[src/rtl/cpu7_inst_queue_if.sv]
// cpu7_inst_queue_if: fetch-to-decode queue bus; slave = queue, master = fetch/decode side.
// Ports: fq_in_* (fetch packet + ready), fq_flush, fq_out_* (issue slots + accept), fq_cnt, fq_empty.
interface cpu7_inst_queue_if #(
  parameter int DEPTH   = 8,
  parameter int ISSUE_W = 2,
  parameter int PC_W    = 32,
  parameter int AW      = $clog2(DEPTH),
  parameter int CW      = $clog2(ISSUE_W + 1)
);
  logic                    fq_in_valid;
  logic                    fq_in_ready;
  logic [127:0]            fq_in_data;
  logic [1:0]              fq_in_count;
  logic [PC_W-1:0]         fq_in_pc;
  logic                    fq_in_ex;
  logic [5:0]              fq_in_exccode;
  logic                    fq_flush;
  logic [ISSUE_W-1:0]      fq_out_valid;
  logic [32*ISSUE_W-1:0]   fq_out_inst;
  logic [PC_W*ISSUE_W-1:0] fq_out_pc;
  logic [ISSUE_W-1:0]      fq_out_ex;
  logic [6*ISSUE_W-1:0]    fq_out_exccode;
  logic [CW-1:0]           fq_out_accept;
  logic [AW:0]             fq_cnt;
  logic                    fq_empty;
  modport slave (
    input  fq_in_valid, fq_in_data, fq_in_count, fq_in_pc, fq_in_ex, fq_in_exccode,
    input  fq_flush, fq_out_accept,
    output fq_in_ready, fq_out_valid, fq_out_inst, fq_out_pc, fq_out_ex, fq_out_exccode,
    output fq_cnt, fq_empty
  );
  modport master (
    output fq_in_valid, fq_in_data, fq_in_count, fq_in_pc, fq_in_ex, fq_in_exccode,
    output fq_flush, fq_out_accept,
    input  fq_in_ready, fq_out_valid, fq_out_inst, fq_out_pc, fq_out_ex, fq_out_exccode,
    input  fq_cnt, fq_empty
  );
endinterface

[src/rtl/cpu7_inst_queue.sv]
// cpu7_inst_queue: circular instruction queue taking 1-4 inst fetch packets, issuing up to ISSUE_W in order.
// Ports: clk, reset (async, active-high), q (cpu7_inst_queue_if.slave: fetch in, issue slots out, flush, occupancy).
module cpu7_inst_queue #(
  parameter int DEPTH   = 8,
  parameter int ISSUE_W = 2,
  parameter int PC_W    = 32,
  parameter int AW      = $clog2(DEPTH),
  parameter int CW      = $clog2(ISSUE_W + 1)
) (
  input logic clk,
  input logic reset,
  cpu7_inst_queue_if.slave q
);
  logic [AW-1:0]   rd_ptr, wr_ptr;
  logic [AW:0]     cnt;
  logic [31:0]     inst_m [DEPTH];
  logic [PC_W-3:0] pc_m   [DEPTH];
  logic            ex_m   [DEPTH];
  logic [5:0]      exc_m  [DEPTH];
  logic            enq, blk, v;
  logic [2:0]      n_enq;
  logic [CW-1:0]   nv, acc;
  // ready only looks at registered occupancy so there is no accept-to-ready path
  assign q.fq_in_ready = cnt <= (AW+1)'(DEPTH - 4);
  assign q.fq_cnt      = cnt;
  assign q.fq_empty    = cnt == '0;
  assign enq   = q.fq_in_valid & q.fq_in_ready & ~q.fq_flush;
  // an exception packet collapses to a single entry carrying inst 0
  assign n_enq = q.fq_in_ex ? 3'd1 : {1'b0, q.fq_in_count} + 3'd1;
  always_ff @(posedge clk)
    for (int k = 0; k < 4; k++)
      if (enq && 3'(k) < n_enq) begin
        inst_m[wr_ptr + AW'(k)] <= q.fq_in_data[32*k +: 32];
        pc_m[wr_ptr + AW'(k)]   <= q.fq_in_pc[PC_W-1:2] + (PC_W-2)'(k);
        ex_m[wr_ptr + AW'(k)]   <= q.fq_in_ex;
        exc_m[wr_ptr + AW'(k)]  <= q.fq_in_exccode;
      end
  for (genvar i = 0; i < ISSUE_W; i++) begin : g_slot
    logic [AW-1:0] idx;
    assign idx = rd_ptr + AW'(i);
    assign q.fq_out_inst[32*i +: 32]       = inst_m[idx];
    assign q.fq_out_pc[PC_W*i +: PC_W]     = {pc_m[idx], 2'b00};
    assign q.fq_out_ex[i]                  = ex_m[idx];
    assign q.fq_out_exccode[6*i +: 6]      = exc_m[idx];
  end
  // an exception entry ends the valid run so younger entries wait behind it
  always_comb begin
    blk = 1'b0;
    nv  = '0;
    v   = 1'b0;
    q.fq_out_valid = '0;
    for (int i = 0; i < ISSUE_W; i++) begin
      v = ((AW+1)'(i) < cnt) && !blk;
      q.fq_out_valid[i] = v;
      nv  = nv + CW'(v);
      blk = blk | ex_m[rd_ptr + AW'(i)];
    end
  end
  assign acc = q.fq_out_accept < nv ? q.fq_out_accept : nv;
  always_ff @(posedge clk or posedge reset)
    if (reset) begin
      rd_ptr <= '0;
      wr_ptr <= '0;
      cnt    <= '0;
    end else if (q.fq_flush) begin
      rd_ptr <= '0;
      wr_ptr <= '0;
      cnt    <= '0;
    end else begin
      rd_ptr <= rd_ptr + AW'(acc);
      wr_ptr <= wr_ptr + (enq ? AW'(n_enq) : AW'(0));
      cnt    <= cnt + (enq ? (AW+1)'(n_enq) : (AW+1)'(0)) - (AW+1)'(acc);
    end
endmodule

[src/flat_wrapper.sv]
// flat-port wrapper written by rule: the top's interface ports become plain ports
module cpu7_inst_queue_flat 
#(
  parameter int DEPTH   = 8,
  parameter int ISSUE_W = 2,
  parameter int PC_W    = 32,
  parameter int AW      = $clog2(DEPTH),
  parameter int CW      = $clog2(ISSUE_W + 1)
)
  (clk, reset, q_fq_in_valid, q_fq_in_data, q_fq_in_count, q_fq_in_pc, q_fq_in_ex, q_fq_in_exccode, q_fq_flush, q_fq_out_accept, q_fq_in_ready, q_fq_out_valid, q_fq_out_inst, q_fq_out_pc, q_fq_out_ex, q_fq_out_exccode, q_fq_cnt, q_fq_empty);
  cpu7_inst_queue_if #(.DEPTH(DEPTH), .ISSUE_W(ISSUE_W), .PC_W(PC_W), .AW(AW), .CW(CW)) q_i ();
  input logic clk;
  input logic reset;
  input wire logic [$bits(q_i.fq_in_valid)-1:0] q_fq_in_valid;
  input wire logic [$bits(q_i.fq_in_data)-1:0] q_fq_in_data;
  input wire logic [$bits(q_i.fq_in_count)-1:0] q_fq_in_count;
  input wire logic [$bits(q_i.fq_in_pc)-1:0] q_fq_in_pc;
  input wire logic [$bits(q_i.fq_in_ex)-1:0] q_fq_in_ex;
  input wire logic [$bits(q_i.fq_in_exccode)-1:0] q_fq_in_exccode;
  input wire logic [$bits(q_i.fq_flush)-1:0] q_fq_flush;
  input wire logic [$bits(q_i.fq_out_accept)-1:0] q_fq_out_accept;
  output wire logic [$bits(q_i.fq_in_ready)-1:0] q_fq_in_ready;
  output wire logic [$bits(q_i.fq_out_valid)-1:0] q_fq_out_valid;
  output wire logic [$bits(q_i.fq_out_inst)-1:0] q_fq_out_inst;
  output wire logic [$bits(q_i.fq_out_pc)-1:0] q_fq_out_pc;
  output wire logic [$bits(q_i.fq_out_ex)-1:0] q_fq_out_ex;
  output wire logic [$bits(q_i.fq_out_exccode)-1:0] q_fq_out_exccode;
  output wire logic [$bits(q_i.fq_cnt)-1:0] q_fq_cnt;
  output wire logic [$bits(q_i.fq_empty)-1:0] q_fq_empty;
  assign q_i.fq_in_valid = q_fq_in_valid;
  assign q_i.fq_in_data = q_fq_in_data;
  assign q_i.fq_in_count = q_fq_in_count;
  assign q_i.fq_in_pc = q_fq_in_pc;
  assign q_i.fq_in_ex = q_fq_in_ex;
  assign q_i.fq_in_exccode = q_fq_in_exccode;
  assign q_i.fq_flush = q_fq_flush;
  assign q_i.fq_out_accept = q_fq_out_accept;
  assign q_fq_in_ready = q_i.fq_in_ready;
  assign q_fq_out_valid = q_i.fq_out_valid;
  assign q_fq_out_inst = q_i.fq_out_inst;
  assign q_fq_out_pc = q_i.fq_out_pc;
  assign q_fq_out_ex = q_i.fq_out_ex;
  assign q_fq_out_exccode = q_i.fq_out_exccode;
  assign q_fq_cnt = q_i.fq_cnt;
  assign q_fq_empty = q_i.fq_empty;
  cpu7_inst_queue #(.DEPTH(DEPTH), .ISSUE_W(ISSUE_W), .PC_W(PC_W), .AW(AW), .CW(CW)) u_core (.clk(clk), .reset(reset), .q(q_i));
endmodule
[config.mk]
export PLATFORM = sky130hd
export DESIGN_NAME = cpu7_inst_queue_flat
export DESIGN_NICKNAME = d
export VERILOG_FILES = /design/src/rtl/cpu7_inst_queue_if.sv /design/src/rtl/cpu7_inst_queue.sv /design/src/flat_wrapper.sv
export SDC_FILE = /design/constraint.sdc
export NUM_CORES = 2
export LEC_CHECK = 0
export CAP_MARGIN = 5
export CORE_ASPECT_RATIO = 1.4
export CORE_MARGIN = 2
export CORE_UTILIZATION = 30
export CTS_CLUSTER_SIZE = 30
export DETAILED_ROUTE_END_ITERATION = 10
export PLACE_DENSITY = 0.44
export SLEW_MARGIN = 15
export SYNTH_ARGS = -nofsm -noshare
export SYNTH_HDL_FRONTEND = slang
export SYNTH_SLANG_ARGS = --single-unit
[constraint.sdc]
create_clock -name clk -period 6.2 [get_ports clk]
set_clock_uncertainty 0.1 [all_clocks]
set_input_delay 1.24 -clock clk [delete_from_list [all_inputs] [get_ports clk]]
set_output_delay 1.24 -clock clk [all_outputs]
set_load 0.01 [all_outputs]
**After elaboration in Yosys (flattened, before gate mapping)**

Memory sizes are Yosys's and may differ from the RTL's.
Index checks and enable logic that the tools add are counted.

- Bitwise operators: 3
- Add/subtract/negate cells: 13
- Divide/modulo/power cells: 0
- Equal/unequal tests: 0
- $mul: 0
- Mux-type cells: 15
- Shifts and indexed selects: 0
- Reduce and logical (&&, ||, !) cells: 7
- Magnitude comparators: 8

Operators with widths:

| cell | number |
|---|---|
| $add 30x2->30 const B | 2 |
| $add 30x1->30 const B | 1 |
| $mux 3 | 5 |
| $lt 1x4->1 const A | 2 |
| $mux 1 | 8 |
| $add 3x1->3 const B | 2 |
| $add 3x2->3 const B | 2 |
| $lt 1x3->1 const A | 2 |
| $lt 2x3->1 const A | 2 |
| $logic_and 1x1->1 | 5 |
| $add 4x4->4 | 1 |
| $le 4x3->1 const B | 1 |
| $logic_not 4->1 | 1 |
| $mux 4 | 1 |
| $sub 4x2->4 | 1 |
| $add 2x1->3 const B | 1 |
| $add 3x2->3 | 1 |
| $add 3x3->3 | 1 |
| $add 1x1->2 | 1 |
| $and 1x1->1 | 2 |
| $lt 2x2->1 | 1 |
| $mux 2 | 1 |
| $logic_not 1->1 | 1 |
| $not 1->1 | 1 |

- Register bits after elaboration: 10
- Bits in writable memories: 552
- Input port bits: 175
- Memory bits (read-only): 0
- Memories: 4
- Bits in latches: 0
- Word-level logic and storage cells: 53

Memories:

| name | depth | width | read ports | clocked after memory_dff | write ports | RTL line | text |
|---|---|---|---|---|---|---|---|
| u_core.inst_m | 8 | 32 | 2 | 0 | 4 | cpu7_inst_queue.sv:16 | `logic [31:0] inst_m [DEPTH];` |
| u_core.pc_m | 8 | 30 | 2 | 0 | 4 | cpu7_inst_queue.sv:17 | `logic [PC_W-3:0] pc_m [DEPTH];` |
| u_core.exc_m | 8 | 6 | 2 | 0 | 4 | cpu7_inst_queue.sv:19 | `logic [5:0] exc_m [DEPTH];` |
| u_core.ex_m | 8 | 1 | 2 | 0 | 4 | cpu7_inst_queue.sv:18 | `logic ex_m [DEPTH];` |

**Logic depth before layout (Yosys ltp)**

An unclocked memory read counts as a cell.

- Depth after elaboration: 8
- Gate-level depth with buffers: 17
- Mapped depth without buffers: 15

**Worst setup path before layout**

OpenSTA, ideal clock, no wires.

- Path kind: input -> register
- Start: input q_fq_flush
- End: memory u_core.ex_m[1], enable pin
- Buffers on the path: 2
- Cell stages on the path: 6
- Path slack: -0.253 ns
- Data arrival time: 5.838 ns
- Path through: or3b_1 > nor3_2 > buf_2 > buf_1 > nand2_1 > o211ai_1

RTL lines:

| item | RTL line | text |
|---|---|---|
| start: declaration | flat_wrapper.sv:20 | `input wire logic [$bits(q_i.fq_flush)-1:0] q_fq_flush;` |
| end: declaration | cpu7_inst_queue.sv:18 |  |

**Worst setup path after layout**

- Start: register u_core.rd_ptr[1]
- End: output q_fq_out_pc[4]

- Longest elaborated chain between the ends: 1

RTL lines:

| item | RTL line | text |
|---|---|---|
| start: declaration | cpu7_inst_queue.sv:14 | `logic [AW-1:0] rd_ptr, wr_ptr;` |
| start signal: assignment | cpu7_inst_queue.sv:70 | `rd_ptr <= rd_ptr + AW'(acc);` |
| $mem_v2 8x30 | n/a |  |
| end: declaration | flat_wrapper.sv:25 | `output wire logic [$bits(q_i.fq_out_pc)-1:0] q_fq_out_pc;` |

Every way passes these cells.

==> out/qor.yml <==
worst_hold_path:
  hold_class: "reg2reg"
grt:
  grt_pass1_wl_um: 290300
  grt_max_degree: 96
  grt_pass1_vias: 36550
  track_usage_pct: 28.64
  antenna_found_initial: 25
  overflow: 0
worst_setup_path:
  crit_chain: "buf_12, buf_4, mux4_2, mux2_2, clkdlybuf4s50_1"
  reg2reg_slack_ns: 2.17
  crit_required_ns: 4.86
  worstSetupPathType: "reg2out"
  startpoint_type: "register"
  endpoint_kind: "output port"
  cp_max_fo: 95
  slowest_delay_ns: 0.71
  cp_num_buf_inv: 3
  crit_slowest_cell: "buf_4"
  crit_family: "buffers and inverters"
  worstPathArrival_ns: 3.99
cts:
  cts_setup_buffers: 0
  clk_latency_ns: 0.70
  cts_root_buffer: "clkbuf_16"
  cts_tree: "done"
  ctsResizeCount: 0
  cts.clk_slew.worst_paths_ns: 0.07
  htreeDepth: 2
  cts_made_buffers: 60
  clk_path_buf_depth: 3
  ctsHoldBuffers: 0
  cts_num_sinks: 562
synthesis:
  synthDistinctLibCells: 75
  syn-cell-area_sq_mm: 0.04180
  ys_seq_elements: 562
  ys_seq_area_share_pct: 40.25
  synth_common_cells: "nand2_1, edfxtp_1, a21oi_1"
  ys_warn_count: 0
  async_flop_share_pct: 1.779
  syn_area_per_cell_sq_um: 10.62
  yosysTopAreaCell: "edfxtp_1"
  synth_most_common_cell: "nand2_1"
  synth_ff_type: "edfxtp_1"
  yosys-top-cells-area: "edfxtp_1, mux4_2, a221o_1"
  synth_edf_count: 552
  synth_top_area_share_pct: 39.65
  synthCells: 3937
sta:
  maxSlewViolCount: 0
  worstMarginPinSlew_ns: 1.097
  maxSlewHeadroom_pct: 26.87
  fin_crit_ns: 5.331
  final-setup-viol-count: 0
  fmax_ghz: 0.1876
  hold_viol_final: 0
  tns_ns: 0
  rsz0062_at_grt: "no"
  period_share_pct: 85.99
  whs_ns: 0.7955
run_status:
  status: "completed"
drt:
  totalWireLength_um: 210900
  wl_per_cell_um: 36.00
  drtAntennaViolNets: 0
  vias: 37680
  drcViolationCount: 0
  drtPass1Iterations: 6
  vias_per_cell: 6.430
  drt_iter0_markers: 4850
placed_design:
  placed_area_sq_mm: 0.04728
  port_buffers: 318
  place.gp.congestion: 0.9368
  dpl.cell_count: 5727
  hpwl_um: 131800
cells_and_area:
  ff_latch_area_sq_mm: 0.01684
  post-route-util_pct: 35.57
  final-instance-count-excl-fill: 5859
  area_delta_synth_final_pct: 18.15
  multi_input_area_sq_mm: 0.02295
  fin_area_sq_mm: 0.04939
  fillCellCount: 13620
  layout-drive-gt1-share_pct: 19.68
  nNetsFinal: 4182
die:
  die_w_um: 319.5
  design.portCount: 325
  start_util_pct: 30.11
  fp-row-count: 162
  placeableCoreArea_sq_mm: 0.1388
  die_h_um: 445.7
  die_area_sq_mm: 0.1424
power_and_ir_drop:
  ir_worst_vdd_mv: 0.3306
  power.density_mw_per_mm2: 339.0
  p_leak_nw: 15.48
flow_run:
  maxCapViolCount: 0
==> kinds of logic after synthesis <==
kind of cell	share of synthesized area, %
fa+ha+maj	0.7303
flops	40.25
simple gates	11.35
compound gates	18.53
mux	18.75
xor+xnor	4.840
buf+inv	5.537
other cells	0.008970
==> layout by cell type (no fill, tap or decap), drive strengths merged, types with 17 or more instances in the layout <==
cell,count
clkbuf,70
a221oi,33
o21ai,64
nor2,153
a22o,17
a21oi,325
nand3,63
a222oi,30
clkdlybuf4s50,318
nor3,51
mux2,138
xor2,104
a31oi,18
o221ai,59
nand2,724
ha,18
a221o,278
nand4,26
o211ai,31
mux4,276
edfxtp,552
buf,208
clkinv,26
o22ai,56
diode,20
a22oi,39
xnor2,127
==> per-layer routing <==
metal  vias to the layer above  global-route usage, %  wire length [um]
li1                      15400                      -                 -
met1                     19150                  36.38             81890
met2                      2467                  46.30             97830
met3                       652                  4.493             17290
met4                         8                  16.50             13870
met5                         -                      0                47
==> registers in the layout, summed over array words and instances (netlist names) <==
signal,flops
u_core.ex_m,8
u_core.q.fq_cnt,4
u_core.pc_m,240
u_core.wr_ptr,3
u_core.exc_m,48
u_core.rd_ptr,3
u_core.inst_m,256
==> where the power goes <==
part           switching [mW]  internal [mW]  total [mW]  leakage (nW)
registers               0.153           4.39        4.55          5.12
clock network            1.70           2.23        3.93         0.984
logic                    3.95           4.31        8.27          9.38
total                    5.81           10.9        16.7          15.5
==> worst register-to-register path: stages, from the launching register on <==
cell and delay, ns:
dfrtp_4 0.63, mux4_2 0.58, mux2_2 0.40, nor2_1 0.19
ha_1 0.19, inv_1 0.05, ha_1 0.26, nor2_1 0.04
o22a_1 0.28, ha_1 0.31, inv_1 0.04, ha_1 0.21
fa_1 0.38, xnor2_1 0.18, nor2_1 0.05
==> layout make-up <==
cell class / count / area share, %
antenna: 20 / 0.1013
clock buffer: 70 / 3.116
timing repair buffer: 526 / 10.49
inverter: 13 / 0.09880
clock inverter: 42 / 1.056
sequential: 562 / 34.09
tap: 1804 / 4.570
multi-input combinational: 2822 / 46.47
==> per-stage QoR <==
| stage | worst slack, ns | total power [mW] |
|---|---|---|
| after floorplan | 0.009730 | 9.419 |
| after global placement | 0.9626 | 12.93 |
| after detailed placement | 0.9294 | 12.95 |
| after CTS | 0.7781 | 16.90 |
| after global routing | 0.6892 | 17.41 |
| final | 0.8688 | 16.75 |
==> final timing paths <==
path / from / cells after the start / to
setup / recovery: u_core.rd_ptr[1] / 5 / q_fq_out_pc[4]
hold / removal: u_core.wr_ptr[0] / 2 / u_core.wr_ptr[0]
setup reg to reg: u_core.rd_ptr[0] / 14 / u_core.q.fq_cnt[2]
hold reg to reg: u_core.wr_ptr[0] / 2 / u_core.wr_ptr[0]
max in group asynchronous: reset / 2 / u_core.rd_ptr[0]
min in group asynchronous: reset / 2 / u_core.q.fq_cnt[1]
Note: power is estimated with default switching activity, not from simulation.
